`config.mk`:
```
export PLATFORM = sky130hd
export DESIGN_NAME = ex_stage_pipe_flat
export DESIGN_NICKNAME = d
export VERILOG_FILES = /design/src/rtl/ex_stage_pipe_if.sv /design/src/rtl/ex_stage_pipe.sv /design/src/flat_wrapper.sv
export SDC_FILE = /design/constraint.sdc
export NUM_CORES = 1
export LEC_CHECK = 0
export CAP_MARGIN = 20
export CELL_PAD_IN_SITES_DETAIL_PLACEMENT = 1
export CELL_PAD_IN_SITES_GLOBAL_PLACEMENT = 1
export CORE_MARGIN = 2
export CORE_UTILIZATION = 38
export CTS_BUF_LIST = sky130_fd_sc_hd__clkbuf_8
export CTS_CLUSTER_DIAMETER = 60
export CTS_CLUSTER_SIZE = 28
export DETAILED_ROUTE_END_ITERATION = 16
export GPL_TIMING_DRIVEN = 0
export MAX_ROUTING_LAYER = met4
export PLACE_DENSITY_LB_ADDON = 0.08
export SYNTH_ARGS = -nofsm -noshare
export SYNTH_HDL_FRONTEND = slang
export SYNTH_SLANG_ARGS = --single-unit
```
`constraint.sdc`:
```
create_clock -name clk -period 2.6 [get_ports clk]
set_input_delay 0.65 -clock clk [delete_from_list [all_inputs] [get_ports clk]]
set_output_delay 0.65 -clock clk [all_outputs]
set_load 0.02 [all_outputs]
```
`src/rtl/ex_stage_pipe_if.sv`:
```
`default_nettype none
// ============================================================================
// Module   : ex_stage_pipe_if
// Purpose  : Bundle of handshake, operand and result signals between the
//            ID/EX register, the execute stage and the memory stage.
//            The master modport is the side that feeds operations and
//            consumes results; the slave modport is the execute stage.
// Revision : 1.0 - initial release
// ============================================================================
interface ex_stage_pipe_if #(
  parameter int XLEN   = 32,
  parameter int REG_AW = 5
);

  // Upstream handshake and operation fields
  logic              in_valid;
  logic              in_ready;
  logic              alu_src;
  logic [1:0]        alu_op;
  logic [5:0]        funct;
  logic [XLEN-1:0]   pc_next;
  logic [XLEN-1:0]   imm;
  logic [XLEN-1:0]   rs_data;
  logic [XLEN-1:0]   rt_data;
  logic [REG_AW-1:0] rt;
  logic [REG_AW-1:0] rd;
  logic              reg_dst;

  // Downstream handshake and registered results
  logic              out_valid;
  logic              out_ready;
  logic [XLEN-1:0]   alu_res;
  logic              alu_zero;
  logic [XLEN-1:0]   pc_branch;
  logic [REG_AW-1:0] write_reg;
  logic              busy;

  modport master (
    output in_valid, alu_src, alu_op, funct, pc_next, imm,
           rs_data, rt_data, rt, rd, reg_dst, out_ready,
    input  in_ready, out_valid, alu_res, alu_zero, pc_branch,
           write_reg, busy
  );

  modport slave (
    input  in_valid, alu_src, alu_op, funct, pc_next, imm,
           rs_data, rt_data, rt, rd, reg_dst, out_ready,
    output in_ready, out_valid, alu_res, alu_zero, pc_branch,
           write_reg, busy
  );

endinterface
`default_nettype wire

```
`src/rtl/ex_stage_pipe.sv`:
```
`default_nettype none
// ============================================================================
// Module   : ex_stage_pipe
// Purpose  : Registered execute stage. Selects operand B, runs the ALU,
//            computes the branch target and destination register, and holds
//            the results in an EX/MEM output register behind a valid/ready
//            handshake.
//            Optional macro EX_MUL_EN: R-type funct 0x18 runs an iterative
//            shift-add multiplier (one multiplier bit per cycle) that stalls
//            upstream while it iterates. Without the macro, funct 0x18
//            completes in one cycle with a zero result and busy stays low.
// Revision : 1.0 - initial release
// ============================================================================
module ex_stage_pipe #(
  parameter int XLEN   = 32,
  parameter int REG_AW = 5
) (
  input  logic           clk,
  input  logic           rst_n,
  ex_stage_pipe_if.slave bus
);

  // --------------------------------------------------------------------------
  // Combinational execute datapath
  // --------------------------------------------------------------------------
  logic [XLEN-1:0]   w_op_b;
  logic [XLEN-1:0]   w_alu_res;
  logic [XLEN-1:0]   w_pc_branch;
  logic [REG_AW-1:0] w_write_reg;

  // Output-register control and load data
  logic              w_out_free;
  logic              w_in_ready;
  logic              w_busy;
  logic              w_load;
  logic [XLEN-1:0]   w_load_res;
  logic [XLEN-1:0]   w_load_pc;
  logic [REG_AW-1:0] w_load_wreg;

  // EX/MEM output register
  logic              r_out_valid;
  logic [XLEN-1:0]   r_alu_res;
  logic              r_alu_zero;
  logic [XLEN-1:0]   r_pc_branch;
  logic [REG_AW-1:0] r_write_reg;

  // Branch target wraps naturally modulo 2^XLEN; the top two imm bits are
  // shifted out by the word-offset scaling.
  assign w_pc_branch = bus.pc_next + {bus.imm[XLEN-3:0], 2'b00};
  assign w_write_reg = bus.reg_dst ? bus.rd : bus.rt;

  // The output register can take a new result when empty or being drained.
  assign w_out_free  = ~r_out_valid | bus.out_ready;

  // Single-cycle ALU: operand select then operation decode.
  always_comb begin
    w_op_b    = bus.alu_src ? bus.imm : bus.rt_data;
    w_alu_res = bus.rs_data + w_op_b;
    case (bus.alu_op)
      2'b01: w_alu_res = bus.rs_data - w_op_b;
      2'b10: begin
        case (bus.funct)
          6'h22:   w_alu_res = bus.rs_data - w_op_b;
          6'h24:   w_alu_res = bus.rs_data & w_op_b;
          6'h25:   w_alu_res = bus.rs_data | w_op_b;
          6'h2A:   w_alu_res = {{(XLEN-1){1'b0}},
                                ($signed(bus.rs_data) < $signed(w_op_b))};
          // Without the multiplier this is the architected result; with it,
          // the product comes from the iterative path and this is unused.
          6'h18:   w_alu_res = '0;
          default: w_alu_res = bus.rs_data + w_op_b;
        endcase
      end
      default: w_alu_res = bus.rs_data + w_op_b;
    endcase
  end

`ifdef EX_MUL_EN
  // --------------------------------------------------------------------------
  // Iterative multiplier control
  // --------------------------------------------------------------------------
  localparam int         CNT_W       = $clog2(XLEN + 1);
  localparam logic [1:0] c_ST_IDLE   = 2'd0;
  localparam logic [1:0] c_ST_MUL    = 2'd1;
  localparam logic [1:0] c_ST_DONE   = 2'd2;

  logic [1:0]        r_state;
  logic [1:0]        w_state_nxt;
  logic [XLEN-1:0]   r_mcand;
  logic [XLEN-1:0]   r_mplier;
  logic [XLEN-1:0]   r_acc;
  logic [XLEN-1:0]   r_mul_pc;
  logic [REG_AW-1:0] r_mul_wreg;
  logic [CNT_W-1:0]  r_count;
  logic [XLEN-1:0]   w_acc_step;
  logic              w_is_mul;
  logic              w_mul_start;
  logic              w_last_step;

  assign w_is_mul    = (bus.alu_op == 2'b10) && (bus.funct == 6'h18);
  assign w_mul_start = bus.in_valid & w_in_ready & w_is_mul;
  assign w_acc_step  = r_mplier[0] ? (r_acc + r_mcand) : r_acc;
  // The step taken while count is 1 brings the count to zero, so the result
  // can be loaded straight from that step without an extra cycle.
  assign w_last_step = (r_count == CNT_W'(1));

  // State register.
  always_ff @(posedge clk or negedge rst_n) begin
    if (!rst_n) r_state <= c_ST_IDLE;
    else        r_state <= w_state_nxt;
  end

  // Next-state logic: IDLE -> MUL on a multiply, MUL -> IDLE/DONE on the
  // final step, DONE -> IDLE once the output register is free.
  always_comb begin
    w_state_nxt = r_state;
    case (r_state)
      c_ST_IDLE: if (w_mul_start) w_state_nxt = c_ST_MUL;
      c_ST_MUL:  if (w_last_step) w_state_nxt = w_out_free ? c_ST_IDLE : c_ST_DONE;
      c_ST_DONE: if (w_out_free)  w_state_nxt = c_ST_IDLE;
      default:   w_state_nxt = c_ST_IDLE;
    endcase
  end

  // Output logic: handshake, busy and selection of what loads the result register.
  always_comb begin
    w_busy      = (r_state != c_ST_IDLE);
    w_in_ready  = (r_state == c_ST_IDLE) & w_out_free;
    w_load      = 1'b0;
    w_load_res  = w_alu_res;
    w_load_pc   = w_pc_branch;
    w_load_wreg = w_write_reg;
    case (r_state)
      c_ST_IDLE: w_load = bus.in_valid & w_in_ready & ~w_is_mul;
      c_ST_MUL: begin
        if (w_last_step & w_out_free) begin
          w_load      = 1'b1;
          w_load_res  = w_acc_step;
          w_load_pc   = r_mul_pc;
          w_load_wreg = r_mul_wreg;
        end
      end
      c_ST_DONE: begin
        w_load      = w_out_free;
        w_load_res  = r_acc;
        w_load_pc   = r_mul_pc;
        w_load_wreg = r_mul_wreg;
      end
      default: w_load = 1'b0;
    endcase
  end

  // Shift-add datapath: latch operands on start, one multiplier bit per cycle.
  always_ff @(posedge clk or negedge rst_n) begin
    if (!rst_n) begin
      r_mcand    <= '0;
      r_mplier   <= '0;
      r_acc      <= '0;
      r_mul_pc   <= '0;
      r_mul_wreg <= '0;
      r_count    <= '0;
    end else if (r_state == c_ST_IDLE) begin
      if (w_mul_start) begin
        r_mcand    <= bus.rs_data;
        r_mplier   <= w_op_b;
        r_acc      <= '0;
        r_mul_pc   <= w_pc_branch;
        r_mul_wreg <= w_write_reg;
        r_count    <= CNT_W'(XLEN);
      end
    end else if (r_state == c_ST_MUL) begin
      r_acc    <= w_acc_step;
      r_mcand  <= r_mcand << 1;
      r_mplier <= r_mplier >> 1;
      r_count  <= r_count - CNT_W'(1);
    end
  end
`else
  // --------------------------------------------------------------------------
  // No multiplier: every operation completes in one cycle.
  // --------------------------------------------------------------------------
  assign w_busy      = 1'b0;
  assign w_in_ready  = w_out_free;
  assign w_load      = bus.in_valid & w_out_free;
  assign w_load_res  = w_alu_res;
  assign w_load_pc   = w_pc_branch;
  assign w_load_wreg = w_write_reg;
`endif

  // EX/MEM output register: load a new result, or drop valid once consumed.
  always_ff @(posedge clk or negedge rst_n) begin
    if (!rst_n) begin
      r_out_valid <= 1'b0;
      r_alu_res   <= '0;
      r_alu_zero  <= 1'b0;
      r_pc_branch <= '0;
      r_write_reg <= '0;
    end else if (w_load) begin
      r_out_valid <= 1'b1;
      r_alu_res   <= w_load_res;
      r_alu_zero  <= (w_load_res == '0);
      r_pc_branch <= w_load_pc;
      r_write_reg <= w_load_wreg;
    end else if (bus.out_ready) begin
      r_out_valid <= 1'b0;
    end
  end

  assign bus.in_ready  = w_in_ready;
  assign bus.busy      = w_busy;
  assign bus.out_valid = r_out_valid;
  assign bus.alu_res   = r_alu_res;
  assign bus.alu_zero  = r_alu_zero;
  assign bus.pc_branch = r_pc_branch;
  assign bus.write_reg = r_write_reg;

endmodule
`default_nettype wire
```
`src/flat_wrapper.sv`:
```
// flat-port wrapper written by rule: the top's interface ports become plain ports
module ex_stage_pipe_flat 
#(
  parameter int XLEN   = 32,
  parameter int REG_AW = 5
)
  (clk, rst_n, bus_in_valid, bus_alu_src, bus_alu_op, bus_funct, bus_pc_next, bus_imm, bus_rs_data, bus_rt_data, bus_rt, bus_rd, bus_reg_dst, bus_out_ready, bus_in_ready, bus_out_valid, bus_alu_res, bus_alu_zero, bus_pc_branch, bus_write_reg, bus_busy);
  ex_stage_pipe_if #(.XLEN(XLEN), .REG_AW(REG_AW)) bus_i ();
  input  logic clk;
  input  logic rst_n;
  input wire logic [$bits(bus_i.in_valid)-1:0] bus_in_valid;
  input wire logic [$bits(bus_i.alu_src)-1:0] bus_alu_src;
  input wire logic [$bits(bus_i.alu_op)-1:0] bus_alu_op;
  input wire logic [$bits(bus_i.funct)-1:0] bus_funct;
  input wire logic [$bits(bus_i.pc_next)-1:0] bus_pc_next;
  input wire logic [$bits(bus_i.imm)-1:0] bus_imm;
  input wire logic [$bits(bus_i.rs_data)-1:0] bus_rs_data;
  input wire logic [$bits(bus_i.rt_data)-1:0] bus_rt_data;
  input wire logic [$bits(bus_i.rt)-1:0] bus_rt;
  input wire logic [$bits(bus_i.rd)-1:0] bus_rd;
  input wire logic [$bits(bus_i.reg_dst)-1:0] bus_reg_dst;
  input wire logic [$bits(bus_i.out_ready)-1:0] bus_out_ready;
  output wire logic [$bits(bus_i.in_ready)-1:0] bus_in_ready;
  output wire logic [$bits(bus_i.out_valid)-1:0] bus_out_valid;
  output wire logic [$bits(bus_i.alu_res)-1:0] bus_alu_res;
  output wire logic [$bits(bus_i.alu_zero)-1:0] bus_alu_zero;
  output wire logic [$bits(bus_i.pc_branch)-1:0] bus_pc_branch;
  output wire logic [$bits(bus_i.write_reg)-1:0] bus_write_reg;
  output wire logic [$bits(bus_i.busy)-1:0] bus_busy;
  assign bus_i.in_valid = bus_in_valid;
  assign bus_i.alu_src = bus_alu_src;
  assign bus_i.alu_op = bus_alu_op;
  assign bus_i.funct = bus_funct;
  assign bus_i.pc_next = bus_pc_next;
  assign bus_i.imm = bus_imm;
  assign bus_i.rs_data = bus_rs_data;
  assign bus_i.rt_data = bus_rt_data;
  assign bus_i.rt = bus_rt;
  assign bus_i.rd = bus_rd;
  assign bus_i.reg_dst = bus_reg_dst;
  assign bus_i.out_ready = bus_out_ready;
  assign bus_in_ready = bus_i.in_ready;
  assign bus_out_valid = bus_i.out_valid;
  assign bus_alu_res = bus_i.alu_res;
  assign bus_alu_zero = bus_i.alu_zero;
  assign bus_pc_branch = bus_i.pc_branch;
  assign bus_write_reg = bus_i.write_reg;
  assign bus_busy = bus_i.busy;
  ex_stage_pipe #(.XLEN(XLEN), .REG_AW(REG_AW)) u_core (.clk(clk), .rst_n(rst_n), .bus(bus_i));
endmodule
```
==> flow_metrics.tcl, run 1 <==
set metrics [dict create \
    slew_violations 0 \
    critPathBufInv 6 \
    rsz0062_at_grt "true" \
    ys_ff_latch 71 \
    synth-edff-count 0 \
    cts_made_buffers 9 \
    crit_path_cell_trace "clkdlybuf4s50_1 -> inv_1 -> ha_4 -> buf_4 -> inv_1 -> o221ai_4 -> a311oi_2 -> buf_4 -> buf_4 -> a21oi_4 -> a211oi_4 -> o31ai_4 -> mux2i_1 -> o211ai_1 -> a2111oi_4 -> nand4_1 -> o41ai_2" \
    finalSetupViolations 48 \
    tns_ns -34.29 \
    worstReg2RegStart "u_core.bus.out_valid" \
    drtIter0Drc 1301 \
    status "complete, but fails checks" \
    synth_top_area_cell "dfrtp_1" \
    vdd_drop_max_uv 243 \
    final_cell_mix "nand2_1, clkdlybuf4s50_1, inv_1, buf_4, ha_1" \
    hold_violations 0 \
    drt-wirelength-per-cell_um 28.6 \
    period_needed_ns 4.23 \
    cp_data_required_time_ns 2.87 \
    yosysTopAreaCellShare_pct 17.5 \
    antenna_found_initial 1 \
    seq_area_frac_synth_pct 17.5 \
    timing.final.crit_share_pct 163 \
    syn_to_final_growth_pct 65.7 \
    post-route-util_pct 64.5 \
    hp-class "in2async" \
    place_ws_ns -2.66 \
    stdcell_count 2066 \
    cts-root-buf "clkbuf_8" \
    h-tree-depth 3 \
    cp_slowest_stage_delay_ns 0.58 \
    vias 13111 \
    initial_core_util_pct 38.9 \
    end_kind "flip-flop" \
    fin_area_mm2 0.0168 \
    vias_per_cell 6.35 \
    netlist_area_mm2 0.0102 \
    dieArea_mm2 0.0281 \
    clk_latency_ns 0.36 \
    critPathSlowestCell "clkdlybuf4s50_1" \
    fp-row-count 59 \
    r2r_end "u_core.bus.alu_zero" \
    leakagePower_nw 7.15 \
    totalWireLength_um 59100 \
    r2r_slack_ns -0.21 \
    grt_max_degree 70 \
    timing.fmax_mhz 237 \
    reg2regPathDepth 10 \
    ant_nets 0 \
    grt_pass1_wl_um 79400 \
    clock_sinks 71 \
    die_w_um 168 \
    place_hpwl_um 37700 \
    ys.flop_type "dfrtp_1" \
    fin_skew_ns 0.00680 \
    path_class "in2reg" \
    synthArstFlopShare_pct 100 \
    dieHeight_um 168 \
    crit_path_start_kind "input pin" \
    cp.depth 17 \
    synth_cells 1363 \
    synth_fp_nets 1659 \
    violations "negative setup slack" \
    drt_pass1_iterations 5 \
    power_density_mw_per_mm2 486 \
    arrival_ns 4.50 \
    portBuffers 221 \
    gp_congestion 0.990 \
    drc_errors 0 \
    nNetsFinal 2021 \
    placed_cell_area_mm2 0.0132 \
    ios 225 \
    cts_tree "done" \
    final_common_cell "nand2_1" \
    slew_headroom_pct 31.9 \
    dp.cells 1922 \
    maxCapViolCount 0 \
    grt_remaining_overflow 0 \
    crit_top_cell "buf_4" \
    yosysWarnings 0 \
    path_max_fanout 4 \
    cts.clk_slew.worst_paths_ns 0.08 \
    syn_avg_cell_area_um2 7.46 \
    grt_pass1_vias 13181 \
    final_layout_size_suffix_gt1_share_pct 31.0 \
    cp_top_family "compound AO/OA/AOI/OAI gates" \
    synth_area_leaders "dfrtp_1, ha_1, nand2_1, o21ai_0, a21oi_1" \
    setup_slack_ns -1.63 \
    worstMarginPinSlew_ns 1.02 \
    grtUsageTotal_pct 37.6 \
    clk_path_buf_depth 2 \
    core_area_mm2 0.0261 \
    synth_cell_types 79 \
]
-- layer usage --
| metal | global-route usage (%) | share of wire [%] |
|---|---|---|
| met3 | 5.72 | 7.2 |
| met1 | 45.3 | 39 |
| met5 | - | 0 |
| met4 | 12.2 | 5.8 |
| met2 | 64.6 | 48 |
-- cell families (layout without fill, tap and decap cells) --
logic type	after synthesis	in the layout	synth area share, %
AOI/OAI and AO/OA	441	441	27.4
DFF	71	71	17.5
and+or+nand+nor	406	406	19.0
xor gates and xnor gates	72	72	6.20
buffers and inverters	172	539	6.40
adders and majority gates	144	144	17.9
other	1	2	0.0369
muxes	56	56	5.59
-- cells in the mapped netlist, types with 17 or more instances --
| library cell | number |
|---|---|
| inv_1 | 122 |
| dfrtp_1 | 71 |
| nand2_1 | 180 |
| clkbuf_1 | 37 |
| xnor2_1 | 52 |
| a21o_1 | 23 |
| nor3_1 | 24 |
| mux2i_1 | 50 |
| nor2_1 | 70 |
| a211oi_1 | 17 |
| a21oi_1 | 117 |
| o21ai_0 | 124 |
| xor2_1 | 20 |
| ha_1 | 141 |
-- how the worst max path moves through the flow --
| stage | end | slack, ns | start |
|---|---|---|---|
| final | u_core.bus.alu_zero | -1.63 | bus_rs_data[4] |
| after global routing | u_core.bus.alu_zero | -1.71 | bus_rt_data[15] |
| after CTS | u_core.bus.alu_zero | -1.48 | bus_alu_src |
| after detailed placement | u_core.bus.alu_zero | -2.66 | bus_imm[0] |
| after global placement | u_core.bus.alu_zero | -2.59 | bus_imm[0] |
| after floorplan | u_core.bus.alu_zero | -1.36 | bus_alu_src |
-- timing repair --
item / CTS / global route
endpoints found under the setup margin: 54 / 67
gates cloned: 1 / 0
buffers inserted: 87 / 51
hold buffers: 0 / 0
gates resized for setup: 416 / 181
pin swaps: 114 / 89
-- per-stage QoR --
step | power, mW | hold WS [ns]
after floorplan | 3.80 | 0.354
after global placement | 5.36 | 0.458
after detailed placement | 5.46 | 0.457
after CTS | 7.30 | 0.0677
after global routing | 8.46 | 0.0666
final | 8.19 | 0.0704
-- power by group --
group / internal (mW) / switching, mW
clock: 0.660 / 0.464
combinational: 2.39 / 3.12
sequential: 1.35 / 0.188
total: 4.41 / 3.78
-- final cells by class --
| class | count | area, µm² |
|---|---|---|
| Buffer | 44 | 294 |
| Clock inverter | 6 | 108 |
| Sequential cell | 71 | 1780 |
| Antenna cell | 1 | 2.50 |
| Fill cell | 2958 | 9280 |
| Multi-Input combinational cell | 1120 | 10200 |
| Timing Repair Buffer | 356 | 3410 |
| Tap cell | 335 | 419 |
| Inverter | 123 | 464 |
| Clock buffer | 10 | 138 |
Power figures use the tool's default switching activity.
==> run 2, diff against run 1 <==
Settings changed: CORE_UTILIZATION 38 to 41.
Clock period 2.6 ns to 5.4 ns, I/O delays scaled along.
==> run 2 against run 1 <==
Die area shrank 7.1%. Sequential share of layout area up 2.6 points. Flip-flop and latch count is the same. Register-to-register slack better by 2.6 ns. First-iteration DRC count fell by 37%. Non-clock buffer count shrank 121. The flow now finishes without violations. Sequential power decreased by 52%. Design area is 20% lower.
==> flow_metrics.tcl, run 2 (synthesized netlist as in run 1, its figures left out) <==
set metrics [dict create \
    vias 11585 \
    gp_congestion 1.01 \
    cts.clk_slew.worst_paths_ns 0.07 \
    crit_path_start_kind "input pin" \
    cts_made_buffers 9 \
    vias_per_cell 5.99 \
    cts_tree "done" \
    finalSetupViolations 0 \
    post-route-util_pct 55.4 \
    hold_end "u_core.bus.alu_res[19]" \
    period_needed_ns 5.28 \
    hp-class "reg2reg" \
    clk_path_buf_depth 2 \
    cp-startpoint "bus_alu_src" \
    final_cell_mix "clkdlybuf4s50_1, nand2_1, ha_1, inv_1, o21ai_0" \
    ant_nets 0 \
    cp_data_required_time_ns 5.66 \
    r2r_end "u_core.bus.alu_zero" \
    antenna_found_initial 3 \
    clk_latency_ns 0.36 \
    hold_violations 0 \
    reg2regPathDepth 10 \
    totalWireLength_um 46700 \
    r2r_slack_ns 2.40 \
    worstReg2RegStart "u_core.bus.out_valid" \
    arrival_ns 5.53 \
    placed_cell_area_mm2 0.0128 \
    grt_remaining_overflow 0 \
    final_common_cell "clkdlybuf4s50_1" \
    dieHeight_um 161 \
    fin_area_mm2 0.0135 \
    switching_share_pct 47.0 \
    maxCapViolCount 0 \
    place_hpwl_um 38000 \
    seq_area_mm2 0.00178 \
    grt_pass1_wl_um 69000 \
    vdd_drop_max_uv 125 \
    grt_pass1_vias 11671 \
    slew_violations 0 \
    p_comb_share_pct 64.2 \
    timing.final.crit_share_pct 97.7 \
    setup_slack_ns 0.123 \
    path_max_fanout 10 \
    ios 225 \
    intPower_mw 1.63 \
    slew_headroom_pct 19.1 \
    syn_to_final_growth_pct 32.4 \
    nNetsFinal 1900 \
    power_mw 3.07 \
    p_sw_mw 1.44 \
    initial_core_util_pct 41.8 \
    fill_cells 3027 \
    stdcell_count 1933 \
    fin_skew_ns 0.00704 \
    path_class "in2reg" \
    dp.cells 1909 \
    drtIter0Drc 822 \
    grt_max_degree 70 \
    power_frac_seq_pct 23.8 \
    drc_errors 0 \
    power_density_mw_per_mm2 228 \
    dieArea_mm2 0.0261 \
    drt-wirelength-per-cell_um 24.2 \
    grtUsageTotal_pct 35.5 \
    h-tree-depth 3 \
    worstMarginPinSlew_ns 1.20 \
    leakagePower_nw 5.90 \
    p_clk_share_pct 11.9 \
    final_layout_size_suffix_gt1_share_pct 6.85 \
    hold_slack_ns 0.483 \
    timing.fmax_mhz 190 \
    place_ws_ns -1.65 \
    end_kind "flip-flop" \
    clock_sinks 71 \
    portBuffers 221 \
    core_area_mm2 0.0243 \
    hold_depth 2 \
    min-delay-start "u_core.bus.alu_res[19]" \
    tns_ns 0 \
    cts-root-buf "clkbuf_8" \
    status "complete, no violations" \
    fp-row-count 57 \
    multi_input_area_mm2 0.00814 \
    drt_pass1_iterations 7 \
    die_w_um 161 \
]
run 2: per-layer routing:
| metal | wire length [µm] | vias up | GRT usage (%) |
|---|---|---|---|
| met4 | 1250 | 0 | 8.73 |
| li1 | - | 5362 | - |
| met5 | 0 | - | - |
| met3 | 3020 | 87 | 5.98 |
| met2 | 22300 | 417 | 59.2 |
| met1 | 20200 | 5719 | 44.9 |
run 2: layout make-up:
type	count	area share [%]
Multi-Input combinational cell	1120	60.4
Sequential cell	71	13.2
Clock buffer	10	1.02
Antenna cell	3	0.0557
Tap cell	324	3.01
Clock inverter	3	0.102
Timing Repair Buffer	231	17.1
Inverter	123	3.43
Buffer	48	1.65
run 2: worst max-delay path by stage:
stage / to / slack, ns / depth (start not counted)
after floorplan: u_core.bus.alu_zero / 0.09 / 17
after global placement: u_core.bus.alu_zero / -1.53 / 17
after detailed placement: u_core.bus.alu_zero / -1.65 / 17
after CTS: u_core.bus.alu_zero / 0.005 / 17
after global routing: u_core.bus.alu_zero / -0.04 / 15
final: u_core.bus.alu_zero / 0.12 / 18
run 2: worst max-delay path, cell delays in order:
cell and delay, ns:
clkbuf_2 0.21, buf_12 0.20, mux2i_2 0.27, inv_1 0.12
ha_2 0.22, fa_2 0.40, nor2_1 0.14, o221ai_1 0.21
a311oi_2 0.31, buf_4 0.17, o22ai_2 0.11, nor3_2 0.28
o21ai_1 0.14, a31oi_2 0.32, o211ai_1 0.19, nor4_4 0.35
nand4_1 0.19, o41ai_2 0.35
run 2: what timing repair did:
action | CTS | global route
resized for setup | 51 | 44
setup buffers | 4 | 5
hold buffers | 0 | 0
endpoints found under the setup margin | 11 | 3
hold endpoints to repair | 0 | 0
pin swaps | 4 | 13
run 2: power by group through the flow:
stage / combinational [mW] / clock, mW / sequential (mW)
3_3_place_gp: 1.80 / 0 / 0.734
5_1_grt: 2.11 / 0.399 / 0.745
6_report: 1.97 / 0.367 / 0.733
2_1_floorplan: 0.907 / 0 / 0.874
3_5_place_dp: 1.84 / 0 / 0.741
4_1_cts: 1.89 / 0.372 / 0.730
==> run 3, diff against run 2 <==
Settings changed: CORE_MARGIN 2 to not set.
==> run 3 against run 2 <==
Register-to-register slack got worse by 0.05 ns. Clock power grew 25%. Fmax decreased by 1.4%. Count of clock-buffer cells in the layout rose by 2. Design area is 0.88% higher. Flip-flop and latch count unchanged. Combinational power is essentially flat. Via count down 0.66%. Clock skew barely moved. Largest power group unchanged. Highest routed layer unchanged.
==> flow_metrics.tcl, run 3 (synthesized netlist as in run 1, its figures left out) <==
set metrics [dict create \
    status "complete, no violations" \
    power_mw 3.16 \
    drt-wirelength-per-cell_um 23.6 \
    leakagePower_nw 5.96 \
    cts-root-buf "clkbuf_8" \
    hold_end "u_core.bus.alu_res[28]" \
    core_area_mm2 0.0243 \
    slew_headroom_pct 36.8 \
    nNetsFinal 1905 \
    fill_cells 3013 \
    drtIter0Drc 902 \
    maxCapViolCount 0 \
    r2r_slack_ns 2.35 \
    fin_skew_ns 0.00720 \
    critPathSlowestCell "clkbuf_1" \
    antenna_found_initial 2 \
    dieHeight_um 159 \
    clk_latency_ns 0.36 \
    grt_pass1_wl_um 67900 \
    path_class "in2reg" \
    hold_slack_ns 0.484 \
    clk_path_buf_depth 2 \
    cts_made_buffers 9 \
    die_w_um 159 \
    ant_nets 0 \
    path_max_fanout 10 \
    post-route-util_pct 55.9 \
    gp_congestion 0.988 \
    clock_sinks 71 \
    syn_to_final_growth_pct 33.6 \
    vdd_drop_max_uv 107 \
    fp-row-count 57 \
    vias 11509 \
    vias_per_cell 5.93 \
    min-delay-start "u_core.bus.alu_res[28]" \
    initial_core_util_pct 41.8 \
    cp_top_family "buffers and inverters" \
    place_hpwl_um 37400 \
    final_layout_size_suffix_gt1_share_pct 7.13 \
    finalSetupViolations 0 \
    arrival_ns 5.61 \
    power_density_mw_per_mm2 233 \
    grt_pass1_vias 11544 \
    cts.clk_slew.worst_paths_ns 0.07 \
    period_needed_ns 5.35 \
    drt_pass1_iterations 7 \
    fin_area_mm2 0.0136 \
    timing.final.crit_share_pct 99.1 \
    grt_remaining_overflow 0 \
    reg2regPathDepth 10 \
    critPathBufInv 4 \
    timing.fmax_mhz 187 \
    worstMarginPinSlew_ns 0.944 \
    grtUsageTotal_pct 35.9 \
    hold_depth 2 \
    totalWireLength_um 45800 \
    end_kind "flip-flop" \
    worstReg2RegStart "u_core.bus.out_valid" \
    ios 225 \
    crit_path_start_kind "input pin" \
    crit_top_cell "clkbuf_1" \
    grt_max_degree 71 \
    tns_ns 0 \
    dieArea_mm2 0.0254 \
    final_cell_mix "clkdlybuf4s50_1, nand2_1, ha_1, inv_1, o21ai_0" \
    crit_path_cell_trace "clkdlybuf4s50_1 -> inv_1 -> ha_1 -> nor2b_1 -> clkbuf_1 -> a21oi_1 -> clkbuf_1 -> o21ai_0 -> nor4_1 -> nand4b_1 -> nor4_4 -> nand4_1 -> o41ai_2" \
    placed_cell_area_mm2 0.0128 \
    cts_tree "done" \
    portBuffers 221 \
    drc_errors 0 \
    h-tree-depth 3 \
    r2r_end "u_core.bus.alu_zero" \
    cts_hold_buffers 0 \
    hold_violations 0 \
    cp_slowest_stage_delay_ns 0.60 \
    hp-class "reg2reg" \
    final_common_cell "clkdlybuf4s50_1" \
    cp_data_required_time_ns 5.67 \
    slew_violations 0 \
]
-- run 3: worst max-delay path by stage --
stage / start / end / cells after the start
after floorplan: bus_alu_src / u_core.bus.alu_zero / 17
after global placement: bus_alu_src / u_core.bus.alu_zero / 17
after detailed placement: bus_alu_src / u_core.bus.alu_zero / 17
after CTS: bus_imm[6] / u_core.bus.alu_zero / 14
after global routing: bus_imm[0] / u_core.bus.alu_zero / 16
final: bus_alu_op[0] / u_core.bus.alu_zero / 13
-- run 3: repair_timing --
action / CTS / global route
pin swaps: 6 / 12
setup buffers: 4 / 6
endpoints found under the setup margin: 13 / 3
gates resized for setup: 43 / 54
-- run 3: layer usage --
metal,routed length [µm],GRT usage (%),vias up
met5,0,-,-
met3,2890,5.42,91
met4,1440,11.7,0
met1,20000,45.5,5622
li1,-,-,5357
met2,21400,58.3,439
-- run 3: per-stage QoR --
| step | std cells | worst slack, ns |
|---|---|---|
| 2_1_floorplan | 1363 | 0.0860 |
| 3_3_place_gp | 1908 | -1.74 |
| 3_5_place_dp | 1911 | -1.80 |
| 4_1_cts | 1931 | 0.00441 |
| 5_1_grt | 1940 | -0.0304 |
| 6_report | 1940 | 0.0507 |
-- run 3: tightest hold or removal path, delay by kind of cell, from the launching register on --
family | cells | cell delay (ns)
DFF | 1 | 0.35
and+or+nand+nor | 1 | 0.05
AOI/OAI and AO/OA | 1 | 0.06
-- run 3: where the power goes --
part,switching (mW),total [mW],internal [mW]
logic,1.16,1.98,0.812
registers,0.0755,0.727,0.652
clock network,0.210,0.458,0.248
total,1.45,3.16,1.71
-- run 3: cell type report --
type	count	area, µm²	area share (%)
well taps	324	405	2.98
multi-input cells	1120	8170	60.2
flip-flops and latches	71	1780	13.1
diodes	2	5.00	0.0368
inverters	123	462	3.40
repair buffers	235	2340	17.2
clock buffers	12	165	1.22
clock inverters	4	45.0	0.332
plain buffers	49	216	1.59
